File: src/rtl/benes_pipe_permuter_pkg.sv
// Shared sizing and wiring helpers for the pipelined Benes permuter.
// All functions are constant-evaluable and are used at elaboration only.
package benes_pipe_permuter_pkg;

  // Number of switch columns: 2*log2(n)-1.
  function automatic int unsigned benes_cols(input int unsigned n);
    return 2 * $clog2(n) - 1;
  endfunction

  // Number of key bits: one per 2x2 switch.
  function automatic int unsigned benes_cnt(input int unsigned n);
    return benes_cols(n) * n / 2;
  endfunction

  // Recursion level a column belongs to: entry columns descend, exit columns climb back.
  function automatic int unsigned benes_level(input int unsigned n, input int unsigned col);
    int unsigned l;
    l = $clog2(n);
    return (col < l) ? col : 2 * l - 2 - col;
  endfunction

  // Key bit driving switch sw (lanes 2sw, 2sw+1 in stacked-subnet order) of column col.
  // Subnets are stacked low-half/high-half; a high subnet's key sits CNT_H above its parent.
  function automatic int unsigned benes_key_idx(input int unsigned n, input int unsigned col,
                                                input int unsigned sw);
    int unsigned d, m, s, j, base;
    d    = benes_level(n, col);
    m    = n >> d;
    s    = sw / (m / 2);
    j    = sw % (m / 2);
    base = 0;
    for (int unsigned k = 0; k < d; k++) begin
      if (((s >> (d - 1 - k)) & 1) != 0) base += benes_cnt(n >> (k + 1));
    end
    if (m == 2) return base;
    return base + benes_cnt(m) - m + 2 * j + ((col >= $clog2(n)) ? 1 : 0);
  endfunction

  // Source lane for lane q before the switches: exit columns re-interleave two subnets.
  function automatic int unsigned benes_pre_src(input int unsigned n, input int unsigned col,
                                                input int unsigned q);
    int unsigned m, r;
    if (col < $clog2(n)) return q;
    m = n >> benes_level(n, col);
    r = q % m;
    return (q - r) + (r % 2) * (m / 2) + r / 2;
  endfunction

  // Source lane for lane q after the switches: entry columns split even/odd lanes into
  // the low/high subnets.
  function automatic int unsigned benes_post_src(input int unsigned n, input int unsigned col,
                                                 input int unsigned q);
    int unsigned m, r;
    if (col + 1 >= $clog2(n)) return q;
    m = n >> col;
    r = q % m;
    return (q - r) + 2 * (r % (m / 2)) + r / (m / 2);
  endfunction

endpackage

File: src/rtl/benes_pipe_permuter_if.sv
// Request/response handshake bundle of the Benes permuter.
interface benes_pipe_permuter_if #(
  parameter int unsigned N     = 8,
  parameter int unsigned TAG_W = 4
);
  logic             in_valid;
  logic             in_ready;
  logic [N-1:0]     in_word;
  logic             in_inv;
  logic [TAG_W-1:0] in_tag;
  logic             out_valid;
  logic             out_ready;
  logic [N-1:0]     out_word;
  logic [TAG_W-1:0] out_tag;

  modport master (
    output in_valid, in_word, in_inv, in_tag, out_ready,
    input  in_ready, out_valid, out_word, out_tag
  );

  modport slave (
    input  in_valid, in_word, in_inv, in_tag, out_ready,
    output in_ready, out_valid, out_word, out_tag
  );
endinterface

File: src/rtl/benes_column.sv
// One Benes switch column: fixed pre-shuffle, N/2 2x2 switches, fixed post-shuffle.
module benes_column
  import benes_pipe_permuter_pkg::*;
#(
  parameter int unsigned N   = 8,
  parameter int unsigned Col = 0
) (
  input  logic [N-1:0]   d_i,
  input  logic [N/2-1:0] sw_i,
  output logic [N-1:0]   d_o
);
  logic [N-1:0] pre_lanes;
  logic [N-1:0] mid_lanes;

  for (genvar q = 0; q < N; q++) begin : g_pre
    assign pre_lanes[q] = d_i[benes_pre_src(N, Col, q)];
  end

  for (genvar p = 0; p < N / 2; p++) begin : g_sw
    assign mid_lanes[2*p]   = sw_i[p] ? pre_lanes[2*p+1] : pre_lanes[2*p];
    assign mid_lanes[2*p+1] = sw_i[p] ? pre_lanes[2*p]   : pre_lanes[2*p+1];
  end

  for (genvar q = 0; q < N; q++) begin : g_post
    assign d_o[q] = mid_lanes[benes_post_src(N, Col, q)];
  end
endmodule

File: src/rtl/benes_pipe_permuter.sv
// Pipelined Benes permuter: key register, per-request forward/inverse mode, tag
// pass-through and valid/ready flow control with a register rank every PIPE_EVERY columns.
module benes_pipe_permuter
  import benes_pipe_permuter_pkg::*;
#(
  parameter  int unsigned N          = 8,
  parameter  int unsigned PIPE_EVERY = 1,
  parameter  int unsigned TAG_W      = 4,
  localparam int unsigned CNT        = benes_cnt(N)
) (
  input  logic                        clk,
  input  logic                        reset,
  input  logic                        key_load,
  input  logic [CNT-1:0]              key_i,
  benes_pipe_permuter_if.slave        bus,
  output logic                        idle
);
  localparam int unsigned S   = benes_cols(N);
  localparam int unsigned LAT = (S + PIPE_EVERY - 1) / PIPE_EVERY;

  typedef struct packed {
    logic             valid;
    logic [N-1:0]     word;
    logic             inv;
    logic [TAG_W-1:0] tag;
    logic [CNT-1:0]   key;
  } rank_t;

  rank_t          rank_q [LAT];
  rank_t          rank_d [LAT];
  rank_t          src    [LAT];  // what feeds the columns of each rank
  logic [CNT-1:0] key_q;
  logic [N-1:0]   col_in  [S];
  logic [N-1:0]   col_out [S];
  logic           advance;

  assign advance      = !rank_q[LAT-1].valid || bus.out_ready;
  assign bus.in_ready = advance;

  // A request accepted together with key_load snapshots the new key directly.
  assign src[0] = '{valid: bus.in_valid, word: bus.in_word, inv: bus.in_inv, tag: bus.in_tag,
                    key: key_load ? key_i : key_q};

  for (genvar c = 0; c < S; c++) begin : g_col
    localparam int unsigned R = c / PIPE_EVERY;
    logic [N/2-1:0] sw;
    // Inverse runs the columns mirrored: same wiring here, key bits of column S-1-c.
    for (genvar p = 0; p < N / 2; p++) begin : g_sel
      localparam int unsigned KeyFwd = benes_key_idx(N, c, p);
      localparam int unsigned KeyInv = benes_key_idx(N, S - 1 - c, p);
      assign sw[p] = src[R].inv ? src[R].key[KeyInv] : src[R].key[KeyFwd];
    end
    if (c % PIPE_EVERY == 0) begin : g_head
      assign col_in[c] = src[R].word;
    end else begin : g_chain
      assign col_in[c] = col_out[c-1];
    end
    benes_column #(
      .N  (N),
      .Col(c)
    ) u_col (
      .d_i (col_in[c]),
      .sw_i(sw),
      .d_o (col_out[c])
    );
  end

  for (genvar r = 0; r < LAT; r++) begin : g_rank
    localparam int unsigned LastCol = ((r + 1) * PIPE_EVERY < S) ? (r + 1) * PIPE_EVERY - 1
                                                                 : S - 1;
    if (r > 0) begin : g_src
      assign src[r] = rank_q[r-1];
    end
    assign rank_d[r] = '{valid: src[r].valid, word: col_out[LastCol], inv: src[r].inv,
                         tag: src[r].tag, key: src[r].key};
  end

  // Key register plus all ranks; ranks shift in lockstep, so bubbles stay in place.
  always_ff @(posedge clk) begin
    if (reset) begin
      key_q <= '0;
      for (int r = 0; r < LAT; r++) rank_q[r] <= '0;
    end else begin
      if (key_load) key_q <= key_i;
      if (advance) begin
        for (int r = 0; r < LAT; r++) rank_q[r] <= rank_d[r];
      end
    end
  end

  assign bus.out_valid = rank_q[LAT-1].valid;
  assign bus.out_word  = rank_q[LAT-1].word;
  assign bus.out_tag   = rank_q[LAT-1].tag;

  // Idle when no rank, including the output rank, holds a request.
  always_comb begin
    idle = 1'b1;
    for (int r = 0; r < LAT; r++) begin
      if (rank_q[r].valid) idle = 1'b0;
    end
  end
endmodule

File: src/flat_wrapper.sv
// flat-port wrapper written by rule: the top's interface ports become plain ports
module benes_pipe_permuter_flat import benes_pipe_permuter_pkg::*;
#(
  parameter  int unsigned N          = 8,
  parameter  int unsigned PIPE_EVERY = 1,
  parameter  int unsigned TAG_W      = 4,
  localparam int unsigned CNT        = benes_cnt(N)
)
  (clk, reset, key_load, key_i, idle, bus_in_valid, bus_in_word, bus_in_inv, bus_in_tag, bus_out_ready, bus_in_ready, bus_out_valid, bus_out_word, bus_out_tag);
  benes_pipe_permuter_if #(.N(N), .TAG_W(TAG_W)) bus_i ();
  input  logic clk;
  input  logic reset;
  input  logic key_load;
  input  logic [CNT-1:0] key_i;
  output logic idle;
  input wire logic [$bits(bus_i.in_valid)-1:0] bus_in_valid;
  input wire logic [$bits(bus_i.in_word)-1:0] bus_in_word;
  input wire logic [$bits(bus_i.in_inv)-1:0] bus_in_inv;
  input wire logic [$bits(bus_i.in_tag)-1:0] bus_in_tag;
  input wire logic [$bits(bus_i.out_ready)-1:0] bus_out_ready;
  output wire logic [$bits(bus_i.in_ready)-1:0] bus_in_ready;
  output wire logic [$bits(bus_i.out_valid)-1:0] bus_out_valid;
  output wire logic [$bits(bus_i.out_word)-1:0] bus_out_word;
  output wire logic [$bits(bus_i.out_tag)-1:0] bus_out_tag;
  assign bus_i.in_valid = bus_in_valid;
  assign bus_i.in_word = bus_in_word;
  assign bus_i.in_inv = bus_in_inv;
  assign bus_i.in_tag = bus_in_tag;
  assign bus_i.out_ready = bus_out_ready;
  assign bus_in_ready = bus_i.in_ready;
  assign bus_out_valid = bus_i.out_valid;
  assign bus_out_word = bus_i.out_word;
  assign bus_out_tag = bus_i.out_tag;
  benes_pipe_permuter #(.N(N), .PIPE_EVERY(PIPE_EVERY), .TAG_W(TAG_W)) u_core (.clk(clk), .reset(reset), .key_load(key_load), .key_i(key_i), .bus(bus_i), .idle(idle));
endmodule
File: config.mk
export PLATFORM = sky130hd
export DESIGN_NAME = benes_pipe_permuter_flat
export DESIGN_NICKNAME = d
export VERILOG_FILES = /design/src/rtl/benes_pipe_permuter_pkg.sv /design/src/rtl/benes_pipe_permuter_if.sv /design/src/rtl/benes_column.sv /design/src/rtl/benes_pipe_permuter.sv /design/src/flat_wrapper.sv
export SDC_FILE = /design/constraint.sdc
export NUM_CORES = 1
export LEC_CHECK = 0
export BUFFER_PORTS_ARGS = -buffer_cell sky130_fd_sc_hd__buf_2
export CORE_MARGIN = 5
export CORE_UTILIZATION = 60
export DETAILED_ROUTE_END_ITERATION = 8
export PLACE_DENSITY = 0.81
export SETUP_SLACK_MARGIN = 0.4
export SLEW_MARGIN = 0
export SYNTH_ARGS = -nofsm -noshare
export SYNTH_HDL_FRONTEND = slang
export SYNTH_HIERARCHICAL = 1
export SYNTH_SLANG_ARGS = --single-unit
File: constraint.sdc
create_clock -name clk -period 4.9 [get_ports clk]
set_input_delay 0.49 -clock clk [delete_from_list [all_inputs] [get_ports clk]]
set_output_delay 0.49 -clock clk [all_outputs]
set_load 0.03 [all_outputs]
### Word-level counts from Yosys, hierarchy flattened

Memories as Yosys holds them, arrays and structs flattened.
Cells that the tools add are included.

| storage, ports and cells | value |
|---|---|
| memory bits (writable) | 170 |
| register bits after elaboration | 20 |
| output and inout port bits | 15 |
| memories | 1 |

Memories:

| name | depth | width | rd ports | clocked after memory_dff | wr ports | RTL line | RTL |
|---|---|---|---|---|---|---|---|
| u_core.rank_q | 5 | 34 | 5 | 0 | 5 | benes_pipe_permuter.sv:29 | `rank_t rank_q [LAT];` |

| operators by class | value |
|---|---|
| bitwise operators | 5 |
| reduce and logical (&&, ||, !) cells | 2 |
| multiplexer cells | 72 |

Operators with widths:

| kind | count |
|---|---|
| 34-bit two-way mux | 5 |
| 1-bit two-way mux | 66 |
| 20-bit two-way mux | 1 |
| 1-bit OR | 5 |
| 1-bit zero test | 1 |
| 1-bit logical OR | 1 |

### Longest topological paths before layout

Gate-level depths: netlist of the first run.

| logic depth | value |
|---|---|
| word-level depth | 6 |
| mapped depth | 5 |
| mapped depth without buffers | 3 |

### By module

The synthesis of the first run kept the hierarchy.

By module, submodules not included:

| module | times used | area each (µm²) | sequential area each (µm²) | cells an instance |
|---|---|---|---|---|
| benes_pipe_permuter | 1 | 6352.3 | 4394.2 | 382 |
| benes_column | 5 | 112.6 | 0.0 | 8 |

### Worst setup path before layout of the first run

Ideal clock, no wire load.

| path | value |
|---|---|
| path type | input -> register |
| start point | input reset |
| end point | memory u_core/rank_q[0][0] in the netlist's numbering, enable pin |
| slack | 0.342 ns |
| data required time | 4.385 ns |
| stages on the path | 3 |
| library setup time | 0.515 ns |
| arrival time | 4.042 ns |
| buffers on the path | 2 |
| cells stage by stage | buf_2 > buf_4 > nand2b_1 |

RTL lines:

| what | RTL line | RTL |
|---|---|---|
| from (decl) | flat_wrapper.sv:12 | `input logic reset;` |
| to (decl) | benes_pipe_permuter.sv:29 |  |

==> results of run 1 <==
## how the worst max path moves through the flow
stage	from	end	slack (ns)
2_1_floorplan	u_core/rank_q[0][169]	u_core/rank_q[0][0]	1.88
4_1_cts	u_core/rank_q[0][169]	u_core/rank_q[0][44]	2.38
6_report	u_core/rank_q[0][169]	bus_in_ready	2.42
3_3_place_gp	reset	u_core/rank_q[0][128]	2.22
3_5_place_dp	reset	u_core/rank_q[0][131]	2.15
5_1_grt	u_core/rank_q[0][169]	u_core/rank_q[0][44]	2.26
## layout by cell type (no fill, tap or decap)
master / count
edfxtp_1: 133
nor3_1: 1
inv_6: 1
mux4_2: 4
clkinv_4: 4
nor3_2: 19
dfxtp_1: 20
nor3b_2: 30
inv_1: 1
buf_4: 6
clkbuf_1: 5
clkinv_1: 1
nor2b_4: 1
clkinvlp_4: 2
nand2b_4: 1
bufinv_16: 1
nor3b_1: 83
mux2_1: 10
clkbuf_16: 17
nor2_1: 21
clkinv_2: 1
buf_2: 51
mux2_4: 30
mux2i_1: 20
or4_1: 1
mux2_2: 12
## cell families (layout without fill, tap and decap cells)
logic type    after synthesis  count (layout)  share of synthesized area (%)
flops                     153             153                           63.5
mux                        76              76                           14.3
simple gates              157             157                           18.7
buf+inv                    36              90                           3.47
## Yosys cell counts
cell | number | area [um2]
nor3_1 | 1 | 5.00
nor2b_1 | 1 | 6.26
mux2_4 | 30 | 450
mux2_2 | 12 | 135
mux4_2 | 4 | 90.1
inv_1 | 1 | 3.75
nor2_1 | 21 | 78.8
mux2i_1 | 20 | 200
nor3b_1 | 83 | 623
nor3b_2 | 30 | 375
buf_1 | 2 | 7.51
edfxtp_1 | 133 | 3990
buf_4 | 3 | 22.5
nand2b_1 | 1 | 6.26
or4_1 | 1 | 7.51
dfxtp_1 | 20 | 400
buf_6 | 10 | 113
nor3_2 | 19 | 190
mux2_1 | 10 | 113
clkbuf_1 | 5 | 18.8
buf_2 | 15 | 75.1
## worst max-delay path, stage by stage, from the launching register on
cell	delay [ns]
edfxtp_1	0.36
nor2b_4	0.18
buf_4	0.70
inv_1	0.08
buf_2	0.20
## sequential cells by signal, summed over array words and instances (netlist names)
| signal | count |
|---|---|
| u_core/rank_q | 133 |
| u_core/key_q | 20 |
## power groups by stage
stage,Combinational (mW),Clock [mW],Sequential (mW)
finish,0.191,1.19,1.50
CTS,0.193,1.21,1.50
global placement,0.184,0,1.52
floorplan,0.148,0,1.52
detailed placement,0.190,0,1.53
global route,0.209,1.27,1.51
## metal layers
layer,part of all wire (%),routed length [um]
met5,0,0
met4,1.4,150
met3,4.9,525
met2,51,5480
met1,43,4550
## through the flow
step | total power, mW | utilization, % | hold WS [ns] | std cells | instance area, um2
CTS | 2.90 | 67.9 | 0.351 | 619 | 7710
finish | 2.88 | 67.9 | 0.363 | 619 | 7710
floorplan | 1.67 | - | 0.455 | 422 | 6920
detailed placement | 1.72 | 63.1 | 0.488 | 587 | 7170
global route | 2.99 | 67.9 | 0.363 | 619 | 7710
global placement | 1.71 | 63.1 | 0.483 | 587 | 7170
## layout make-up
| cell class | count | area [um2] |
|---|---|---|
| clock inverter | 10 | 97.6 |
| tap | 143 | 179 |
| timing repair buffer | 57 | 300 |
| clock buffer | 22 | 444 |
| inverter | 1 | 3.75 |
| fill | 762 | 3650 |
| multi-input combinational | 233 | 2300 |
| sequential | 153 | 4390 |
==> summary.txt, run 1 <==
Clock tree
  – Clock latency on the worst-skew pair: 0.41 ns
  – Max Buffers Root-to-Sink: 2
  – H-tree depth: 4
  – Clk Tree Root Cell: clkbuf_16
  – Post-cts hold buffer count: 0
  – CTS resizes: 0
  – Clk sinks: 153
  – Setup bufs post-CTS: 0
  – Worst-path clk slew: 0.06 ns
  – Inserted Clock Buffers: 17
  – TritonCTS clock tree: built

Hold path
  – Hold path depth: 3
  – Hold WC Path Type: primary input to flop
  – Worst hold start: key_i[0]
  – Min-Delay Endpoint: u_core/key_q[0]

Drt
  – Via density: 5.58
  – Final antenna-violating net count: 0
  – Total wire length: 10,700 um
  – WL per Instance: 17.3 um
  – First DRT Iteration DRCs: 308
  – Residual DRC: 0
  – Via count: 3,457
  – DR pass1 iterations: 6

Floorplanning
  – Starting Density: 60.8%
  – Placement Rows: 39
  – Die height: 117 um
  – Die X: 117 um
  – Ports: 53
  – Core Region: 11,400 um2
  – Die area: 13,800 um2

Placed design
  – Dpl ws: approximately 2.1 ns
  – GPL Wtd Cong: around 0.74
  – Port Buffers: 52
  – Dpl hpwl: 6300 um

GRT
  – M2 GR Usage: 26.8%
  – Gr busiest metal: met2
  – Pin count of the biggest net entering global routing: 98
  – Aggregate global routing overflow: 0
  – Vias in the first global route: 3,601
  – GRT Overall Usage: 16.5%
  – Grt met3 use: 5.15%
  – Initial antenna violation count: 0
  – Global-route wire length before repair: 18,000 um
  – Met1 Usage GRT: between 20% and 30%

Pwr
  – Net Switching: roughly 600 uW
  – Clock share of power: 41.2%
  – Sw Share: 21.0%
  – VDD IR max: around 0.23 mV
  – Sequential power share: 52.1%
  – Power density over cell area: 373 nW/um2
  – Pint: 2.27 mW
  – Combinational share of power: 6.7%
  – Lkg Pwr: roughly 3.1 nW

Finish
  – Antenna Cells: 0
  – Net count, final: 501
  – Layout cell share with drive strength beyond 1: 37.8%
  – P&R area growth vs syn: 11.6%

Synthesis
  – Register area share after synthesis: between 60% and 70%
  – Avg Cell Area, Syn: between 15 and 20 um2
  – Syn Inst Count: about 420
  – Syn nets: 460
  – FF+latch count, synth: 153
  – Ys Warns: 6
  – Netlist Area Pre-Place: 6920 um2
  – Distinct cells, synth: 21

Critical path
  – Startpoint types: flop
  – CP Class: flop to output port
  – RR Endpoint: u_core/rank_q[0][44]
  – Critical path required time: 4.41 ns
  – Flop-to-flop setup slack: 2.42 ns
  – Crit path max fanout: 77
  – R2r startpoint: u_core/rank_q[0][169]
  – Worst reg-to-reg path cell count: 4
  – Arr. time, crit path: 1.99 ns
  – CP Capture Type: output port

STA
  – Fin. max-slew vios: 0
  – Final Hold Fails: 0
  – Crit share post-route: 50.6%
  – RSZ-0062 raised after global routing: false
  – Least-Margin Pin Slew: 1.14 ns
  – Post-route minimum period: between 2 and 2.5 ns
  – Fmax: 403 MHz
  – Slew Limit Headroom: 24.1%
  – Final worst slack: about 2.4 ns
  – Setup TNS: 0 ns
  – # setup viols final: 0
  – Worst Skew: 0.00739 ns

Status
  – Run status: completed

Flow run
  – Max-Cap Viols: 0
Power figures use the tool's default switching activity.
==> run 2: changes to the inputs <==
--- a/config.mk
+++ b/config.mk
@@ -5,11 +5,12 @@
 export SDC_FILE = /design/constraint.sdc
 export NUM_CORES = 1
 export LEC_CHECK = 0
+export ABC_AREA = 1
 export BUFFER_PORTS_ARGS = -buffer_cell sky130_fd_sc_hd__buf_2
 export CORE_MARGIN = 5
-export CORE_UTILIZATION = 60
+export CORE_UTILIZATION = 54
 export DETAILED_ROUTE_END_ITERATION = 8
-export PLACE_DENSITY = 0.81
+export PLACE_DENSITY = 0.77
 export SETUP_SLACK_MARGIN = 0.4
 export SLEW_MARGIN = 0
 export SYNTH_ARGS = -nofsm -noshare
==> constraint.sdc (replaced) <==
create_clock -name clk -period 2.1 [get_ports clk]
set_input_delay 0.21 -clock clk [delete_from_list [all_inputs] [get_ports clk]]
set_output_delay 0.21 -clock clk [all_outputs]
set_load 0.03 [all_outputs]
==> summary.txt, run 2 <==
Status
  – Run status: completed

Clock tree
  – TritonCTS clock tree: built
  – Clk Tree Root Cell: clkbuf_16
  – Post-cts hold buffer count: 0 (unchanged)
  – Clock latency on the worst-skew pair: 0.41 ns (about the same)
  – H-tree depth: 4 (unchanged)
  – Max Buffers Root-to-Sink: 2 (unchanged)
  – Clk sinks: 153 (unchanged)
  – CTS resizes: 0 (unchanged)
  – Setup bufs post-CTS: 0 (unchanged)
  – Worst-path clk slew: 0.06 ns (about the same)
  – Inserted Clock Buffers: 17 (unchanged)

Synthesis
  – Avg Cell Area, Syn: 9.25 um2 (-44%)
  – Number of flops mapped to enable cells by yosys: 133 (unchanged)
  – Compound-Gate Fraction of Synth Area: 1.45% (+1.4 points)
  – Most numerous cell in the Yosys netlist: nand2_1
  – Multiplexer share of the synthesized area: 0% (-14 points)
  – Share of the synthesized area in the top cell type: 60.8% (+3.0 points)
  – FF+latch count, synth: 153 (unchanged)
  – Register area share after synthesis: 66.8% (+3.3 points)
  – Synth area leader: edfxtp_1
  – Synth Area in Simple Gates: 20.2% (+1.5 points)
  – Largest family of logic cells by synthesized area: simple AND/OR/NAND/NOR gates
  – Top cells by area, synth: edfxtp_1 (61%), nand2_1 (10%), inv_1 (9.6%), nor2_1 (9.0%), dfxtp_1 (6.1%)
  – Syn nets: 749 (+63%)
  – List of most frequent post-synthesis cells: nand2_1 (182), inv_1 (168), nor2_1 (157)
  – Netlist Area Pre-Place: 6570 um2 (-4.9%)
  – Ys Warns: 6 (unchanged)
  – Synth Area in XOR/XNOR: 0% (unchanged)
  – Adder-Cell Fraction of Synth Area: 0% (unchanged)
  – Dominant synthesized flop cell: edfxtp_1
  – Distinct cells, synth: 14 (-33%)
  – Syn Inst Count: 711 (+68%)
  – FFs w/ async S/R, synth: 0% (unchanged)

Floorplanning
  – Starting Density: 55.0% (-5.9 points)
  – Die height: 120 um (+2.5%)
  – Placement Rows: 40 (+2.6%)
  – Core Region: 12,000 um2 (+5.2%)
  – Die X: 120 um (+2.5%)
  – Ports: 53 (unchanged)
  – Die area: 14,500 um2 (+5.1%)

Drt
  – Final antenna-violating net count: 0 (unchanged)
  – Total wire length: 10,600 um (-1.0%)
  – DR pass1 iterations: 6 (unchanged)
  – WL per Instance: 11.4 um (-34%)
  – Residual DRC: 0 (unchanged)
  – First DRT Iteration DRCs: 262 (-15%)
  – Via count: 4,273 (+24%)
  – Via density: 4.58 (-18%)

GRT
  – Initial antenna violation count: 0 (unchanged)
  – Grt met3 use: 4.16% (-0.99 points)
  – Met1 Usage GRT: 19.2% (-1.7 points)
  – Aggregate global routing overflow: 0 (unchanged)
  – Gr busiest metal: met2
  – GRT Overall Usage: 16.2% (-0.32 points)
  – Global-route wire length before repair: 18,700 um (+3.9%)
  – M2 GR Usage: 27.5% (+0.73 points)
  – Pin count of the biggest net entering global routing: 40 (-59%)
  – Vias in the first global route: 4,362 (+21%)

Finish
  – Layout cell share with drive strength beyond 1: 12.5% (-25 points)
  – Antenna Cells: 0 (unchanged)
  – Multi-input logic area: 1440 um2 (-37%)
  – FF+latch area: 4390 um2 (unchanged)
  – Commonest non-fill, non-tap cells in the layout: nand2_1 (182), inv_1 (168), nor2_1 (157)
  – Most common cell after layout, fill and taps aside: nand2_1
  – Net count, final: 810 (+62%)
  – P&R area growth vs syn: 16.4%
  – Core Util, Final: 64.0% (-3.9 points)
  – Max reg flops: 133 (unchanged)
  – Reg with most FFs: u_core/rank_q
  – FILL cells: 954 (+25%)
  – Finished Layout Cells: 932 (+51%)
  – Top flop regs: u_core/rank_q x133, u_core/key_q x20

STA
  – Slew Limit Headroom: 68.9% (+45 points)
  – Worst Skew: 0.00422 ns (-0.00317 ns)
  – Smallest hold slack: 0.0975 ns (-0.266 ns)
  – Setup TNS: 0 ns (unchanged)
  – RSZ-0062 raised after global routing: false
  – Least-Margin Pin Slew: 0.466 ns (-0.673 ns)
  – Final Hold Fails: 0 (unchanged)
  – Crit share post-route: 74.1%
  – Fin. max-slew vios: 0 (unchanged)
  – Post-route minimum period: 1.56 ns
  – Fmax: 642 MHz
  – # setup viols final: 0 (unchanged)

Critical path
  – Startpoint types: flop
  – Flop-to-flop setup slack: 0.56 ns (-1.86 ns)
  – CP Class: flop to output port
  – CP Capture Type: output port
  – Crit path max fanout: 4 (-95%)
  – Arr. time, crit path: 1.35 ns (-0.64 ns)
  – Critical path required time: 1.89 ns (-2.52 ns)
  – R2r startpoint: u_core/rank_q[0][169]
  – Worst reg-to-reg path cell count: 4 (unchanged)
  – RR Endpoint: u_core/rank_q[0][82]

Pwr
  – Sw Share: 22.1% (+1.1 points)
  – Combinational share of power: 6.7% (about the same)
  – Clock share of power: 42.5% (+1.3 points)
  – Pint: 5.44 mW (+140%)
  – Power density over cell area: 912 nW/um2 (+140%)
  – Lkg Pwr: 3.59 nW (+16%)
  – Sequential power share: 50.7% (-1.4 points)
  – VDD IR max: 0.591 mV (+160%)
  – Net Switching: 1.54 mW (+160%)

Placed design
  – Port Buffers: 52 (unchanged)
  – Dpl cells: 900 (+53%)
  – Dpl hpwl: 7160 um (+14%)
  – GPL Wtd Cong: 0.849 (+14%)

Hold path
  – Min-Delay Endpoint: u_core/rank_q[0][20]
  – Hold path depth: 3 (unchanged)
  – Hold WC Path Type: primary input to flop
  – Worst hold start: bus_in_tag[0]

Flow run
  – Max-Cap Viols: 0 (unchanged)
## run 2: cell type report
class                      count  area share, %
multi-input combinational    369           18.8
clock buffer                  21           6.86
timing repair buffer          62           5.20
sequential                   153           57.4
tap                          147           2.40
clock inverter                11          0.997
inverter                     169           8.29
## run 2: worst max path at each step
| stage | from | end | slack, ns |
|---|---|---|---|
| after floorplan | u_core/rank_q[0][169] | u_core/rank_q[0][0] | -0.20 |
| after global placement | u_core/rank_q[0][169] | u_core/rank_q[0][120] | 0.62 |
| after detailed placement | u_core/rank_q[0][169] | u_core/rank_q[0][82] | 0.55 |
| after CTS | u_core/rank_q[0][169] | idle | 0.52 |
| after global routing | u_core/rank_q[0][169] | u_core/rank_q[0][82] | 0.45 |
| final | u_core/rank_q[0][169] | idle | 0.54 |
## run 2: cells by family (layout without fill, tap and decap cells)
family / count (synthesis) / count (layout)
simple gates: 350 / 350
flops: 153 / 153
buf+inv: 189 / 263
compound gates: 19 / 19
## run 2: per-layer routing
layer	part of all wire, %	up-vias
met1	42	1894
li1	-	2249
met3	5.3	21
met5	0	-
met4	2.4	0
met2	51	109
## run 2: stage by stage
stage / power, mW / area [um2] / worst slack, ns
floorplan: 3.93 / 6590 / -0.200
global placement: 4.04 / 7050 / 0.623
detailed placement: 4.07 / 7050 / 0.554
CTS: 7.05 / 7650 / 0.516
global route: 7.29 / 7650 / 0.445
finish: 6.98 / 7650 / 0.543
## run 2: power by group through the flow
stage	clock [mW]	combinational, mW	sequential, mW
2_1_floorplan	0	0.332	3.60
3_3_place_gp	0	0.449	3.59
3_5_place_dp	0	0.465	3.60
4_1_cts	3.03	0.474	3.54
5_1_grt	3.18	0.551	3.56
6_report	2.97	0.471	3.54
## run 2: critical path, stage by stage (launching register included)
cell and delay, ns:
edfxtp_1 0.46, nor2_1 0.14, nand2_1 0.06, nor2_1 0.07, buf_2 0.20
